### config.mk
export PLATFORM = sky130hd
export DESIGN_NAME = bit_serializer
export DESIGN_NICKNAME = d
export VERILOG_FILES = /design/src/rtl/bit_serializer.sv
export SDC_FILE = /design/constraint.sdc
export NUM_CORES = 1
export LEC_CHECK = 0
export CAP_MARGIN = 40
export CELL_PAD_IN_SITES_DETAIL_PLACEMENT = 1
export CELL_PAD_IN_SITES_GLOBAL_PLACEMENT = 2
export CORE_UTILIZATION = 29
export DETAILED_ROUTE_END_ITERATION = 16
export PLACE_DENSITY_LB_ADDON = 0.25
export SLEW_MARGIN = 20
export SYNTH_ARGS = -nofsm -noshare
export SYNTH_HDL_FRONTEND = slang
export SYNTH_SLANG_ARGS = --single-unit
### constraint.sdc
create_clock -name clk -period 1.6 [get_ports clk]
set_clock_uncertainty 0.05 [all_clocks]
set_input_delay 0.32 -clock clk [delete_from_list [all_inputs] [get_ports clk]]
set_output_delay 0.32 -clock clk [all_outputs]
set_load 0.02 [all_outputs]
### src/rtl/bit_serializer.sv
// rtl/bit_serializer.sv - parallel-to-serial converter with a one-word holding register
// Feeds the bit-stream detectors one bit per clock over a valid/ready serial port.
module bit_serializer #(
  parameter int WIDTH     = 8,
  parameter bit MSB_FIRST = 1'b1
) (
  input  logic             clk,
  input  logic             reset,
  input  logic [WIDTH-1:0] i_in_data,
  input  logic             i_in_valid,
  output logic             o_in_ready,
  output logic             o_out_bit,
  output logic             o_out_valid,
  input  logic             i_out_ready,
  output logic             o_out_last
);
  localparam int CW = (WIDTH > 1) ? $clog2(WIDTH) : 1;
  localparam logic [CW-1:0] LAST_CNT = CW'(WIDTH - 1);

  typedef enum logic {IDLE, SHIFT} state_t;

  state_t           r_state, w_state_nxt;
  logic [WIDTH-1:0] r_sh, w_sh_nxt;
  logic [WIDTH-1:0] r_hold, w_hold_nxt;
  logic [CW-1:0]    r_cnt, w_cnt_nxt;
  logic             r_hold_full, w_hold_full_nxt;
  logic             w_in_xfer, w_out_xfer, w_final;
  logic [WIDTH-1:0] w_sh_shifted;

  assign o_in_ready  = !r_hold_full && !reset;
  assign o_out_valid = (r_state == SHIFT);
  assign o_out_bit   = MSB_FIRST ? r_sh[WIDTH-1] : r_sh[0];
  assign o_out_last  = o_out_valid && (r_cnt == LAST_CNT);

  assign w_in_xfer    = i_in_valid && o_in_ready;
  assign w_out_xfer   = o_out_valid && i_out_ready;
  assign w_final      = w_out_xfer && o_out_last;
  assign w_sh_shifted = MSB_FIRST ? {r_sh[WIDTH-2:0], 1'b0} : {1'b0, r_sh[WIDTH-1:1]};

  always_ff @(posedge clk) begin
    if (reset) begin
      r_state     <= IDLE;
      r_sh        <= '0;
      r_hold      <= '0;
      r_cnt       <= '0;
      r_hold_full <= 1'b0;
    end else begin
      r_state     <= w_state_nxt;
      r_sh        <= w_sh_nxt;
      r_hold      <= w_hold_nxt;
      r_cnt       <= w_cnt_nxt;
      r_hold_full <= w_hold_full_nxt;
    end
  end

  always_comb begin
    w_state_nxt     = r_state;
    w_sh_nxt        = r_sh;
    w_hold_nxt      = r_hold;
    w_cnt_nxt       = r_cnt;
    w_hold_full_nxt = r_hold_full;
    case (r_state)
      IDLE: begin
        if (w_in_xfer) begin
          w_sh_nxt    = i_in_data;
          w_cnt_nxt   = '0;
          w_state_nxt = SHIFT;
        end
      end
      SHIFT: begin
        if (w_final) begin
          // Word boundary: the held word wins over a word arriving this cycle.
          w_cnt_nxt = '0;
          if (r_hold_full) begin
            w_sh_nxt        = r_hold;
            w_hold_full_nxt = 1'b0;
          end else if (w_in_xfer) begin
            w_sh_nxt = i_in_data;
          end else begin
            w_sh_nxt    = '0;
            w_state_nxt = IDLE;
          end
        end else begin
          if (w_out_xfer) begin
            w_sh_nxt  = w_sh_shifted;
            w_cnt_nxt = r_cnt + CW'(1);
          end
          if (w_in_xfer) begin
            w_hold_nxt      = i_in_data;
            w_hold_full_nxt = 1'b1;
          end
        end
      end
      default: w_state_nxt = IDLE;
    endcase
  end
endmodule

==> out/qor.csv, run 1 <==
metric;value;unit
drive_gt1_share;25.2;%
worst_slew_pin_slew;248;ps
dp_cells;204;
crit_path_start;r_cnt[1];
required;1230;ps
stdcell_area;1580;sq um
r2r_end;r_sh[5];
start_kind;flip-flop;
finalHoldViolations;0;
holdBufCountCts;0;
cts_buffers;3;
dr_wl_met2;1.62;mm
fillers;458;
fp.dieH;65.2;microns
timing.rr.start;r_cnt[0];
post-route-period-util;99.7;%
outcome;completed;
grt_pass1_wl;6.03;mm
setup_viol;0;
cts_tree;built;
dieArea;4250;sq um
timing.critical_path.to;o_out_last;
grt_pass1_vias;1183;
place_ws;-339;ps
overflow;0;
clock_latency;260;ps
critPathMaxFanout;3;
met1_length;1.85;mm
synth_edf_count;0;
slew_violations;0;
yosys_warnings;0;
first_pass_iters;4;
min_path_type;flip-flop to flip-flop;
ys_seq_area_share;36.3;%
yosys-top-cells-area;dfxtp_1 36%, o21ai_0 9.9%, a311oi_1 6.8%, and4_1 5.3%, a21oi_1 5.2%;
ios;16;
num_vias;1127;
synth_top_cell_by_area;dfxtp_1;
port-buffer-count;15;
htreeDepth;1;
multi_input_area;706;sq um
final.min_clock_period;1600;ps
highest_layer;met3;
grt_max_degree;17;
ant_nets;0;
fmax;627;MHz
final.setup.worst_slack;4.91;ps
r2r_setup_slack;30;ps
reg2reg_depth;6;
synthTopCellsByCount;23 x o21ai_0, 21 x dfxtp_1, 12 x a21oi_1, 10 x nand3_1, 9 x a311oi_1;
first_iter_violations;45;
critPathArrivalTime;1230;ps
via_per_inst;5.34;
initial_core_util;30.9;%
leakagePower;0.570;nW
clock-sinks;21;
wl_met3;108;microns
grt_setup_unrepaired;true;
crit_path_end_kind;output port;
register_area;423;sq um
post_synth.cell_area_avg;8.58;sq um
drc_errors;0;
core-area;3740;sq um
synth_flop_cell;dfxtp_1;
powerDensity;768;nW/um^2
drt-total-wl;3.58;mm
grt.total_usage;18.5;%
clk_pin_slew;80;ps
cap_violations;0;
hold_path_startpoint;r_hold[4];
rows;22;
n_antenna_cell;0;
irDropWorstVdd;0.411;mV
wl_per_cell;16.9;microns
finalNonFillerCells;211;
antenna_found_initial;0;
ys_types;31;
slew_headroom;83.4;%
postSynthNetCount;149;
synth_top_cell_area_share;36.3;%
cts_root_buffer;clkbuf_8;
place_hpwl;2.60;mm
synthCells;135;
placed_cell_area;1480;sq um
utilization;42.3;%
synth-async-reset-ratio;0;%
synth-seq-cells;21;
fp.dieW;65.2;microns
gp_congestion;0.725;
critPathKind;flip-flop to output port;
area_growth;36.7;%
clockBufferDepth;2;
synth_area;1160;sq um
nets;178;
synth.most_common_cell;o21ai_0;
-- cells in the final DEF (no fill, tap or decap), types with 3 or more instances in the layout --
cell,count
a21oi_1,12
nor3_1,8
buf_4,20
nand2_1,3
o21ai_1,8
clkbuf_8,3
and4_1,7
a311oi_1,8
a21boi_0,4
clkdlybuf4s50_1,9
a21boi_1,4
nand3_1,10
o21ai_0,16
dfxtp_1,19
dlygate4sd2_1,4
-- worst max-delay path, cell delays in order (launching register included) --
cell and delay (ps):
dfxtp_2 350, ha_4 160, ha_4 170, and2_4 160, buf_6 130
-- flip-flops by register name, indices dropped and copies added, names as in the netlist --
| register | flops |
|---|---|
| r_hold | 8 |
| o_out_valid | 1 |
| r_cnt | 3 |
| r_sh | 8 |
| r_hold_full | 1 |
-- metrics by stage --
| step | power [mW] | hold WS (ps) | TNS, ps |
|---|---|---|---|
| after floorplan | 0.731 | 398 | 0 |
| after global placement | 0.854 | 409 | -5940 |
| after detailed placement | 0.860 | 416 | -6230 |
| after CTS | 1.23 | 435 | -5.82 |
| after global routing | 1.29 | 455 | -195 |
| final | 1.22 | 429 | 0 |
-- how the worst min path moves through the flow --
stage	endpoint	slack, ps	depth (start not counted)
detailed placement	r_cnt[2]	420	2
floorplan	r_cnt[2]	400	2
global placement	r_cnt[2]	410	2
CTS	r_hold[4]	430	2
global route	r_hold[7]	460	2
finish	r_hold[4]	430	2
-- cells by family (layout without fill, tap and decap cells) --
logic type / after synthesis / after routing / synth area share (%)
and+or+nand+nor: 43 / 43 / 26.6
adders and majority gates: 2 / 2 / 2.16
DFF: 21 / 21 / 36.3
buffers and inverters: 14 / 42 / 6.05
AOI/OAI and AO/OA: 55 / 55 / 28.9
-- layer usage --
| layer | vias to the layer above | global-route usage [%] |
|---|---|---|
| li1 | 572 | - |
| met1 | 541 | 26.6 |
| met2 | 14 | 29.3 |
| met3 | 0 | 2.78 |
| met4 | 0 | 3.26 |
| met5 | - | 0 |
-- report_power, final --
part	internal (mW)	switching, mW
clock	0.174	0.190
combinational	0.137	0.141
sequential	0.555	0.0195
total	0.866	0.350
-- what timing repair did --
item,CTS,global route
setup buffers,2,0
pin swaps,2,9
cloned,1,0
endpoints found under the setup margin,20,13
gates resized for setup,24,11
-- final cells by class --
cell class	count	area share [%]
multi-input combinational	100	44.5
sequential	21	26.7
timing repair buffer	38	22.0
tap	48	3.79
clock buffer	3	2.61
clock inverter	1	0.316
(Power assumes the default switching activity.)
==> run 2, diff against run 1 <==
--- a/config.mk
+++ b/config.mk
@@ -11,6 +11,7 @@
 export CORE_UTILIZATION = 29
 export DETAILED_ROUTE_END_ITERATION = 16
 export PLACE_DENSITY_LB_ADDON = 0.25
+export SKIP_LAST_GASP = 1
 export SLEW_MARGIN = 20
 export SYNTH_ARGS = -nofsm -noshare
 export SYNTH_HDL_FRONTEND = slang
==> results of run 2 <==
No change in the layout: final DEF, timing and power equal those of run 1.
Among the figures that moved: number of gates resized after CTS 24 -> 21; via count of the first global-routing pass 1183 -> 1180; met1 usage 26.6% -> 26.7%; met3 usage 2.78% -> 2.60%
==> run 3, diff against run 2 <==
--- a/config.mk
+++ b/config.mk
@@ -5,10 +5,12 @@
 export SDC_FILE = /design/constraint.sdc
 export NUM_CORES = 1
 export LEC_CHECK = 0
+export ABC_AREA = 0
 export CAP_MARGIN = 40
 export CELL_PAD_IN_SITES_DETAIL_PLACEMENT = 1
 export CELL_PAD_IN_SITES_GLOBAL_PLACEMENT = 2
 export CORE_UTILIZATION = 29
+export CTS_CLUSTER_DIAMETER = 100
 export DETAILED_ROUTE_END_ITERATION = 16
 export PLACE_DENSITY_LB_ADDON = 0.25
 export SKIP_LAST_GASP = 1
==> results of run 3 <==
No change in the layout: final DEF, timing and power equal those of run 1.
Among the figures that moved: number of gates resized after CTS 24 -> 21; via count of the first global-routing pass 1183 -> 1180; met1 usage 26.6% -> 26.7%; met3 usage 2.78% -> 2.60%
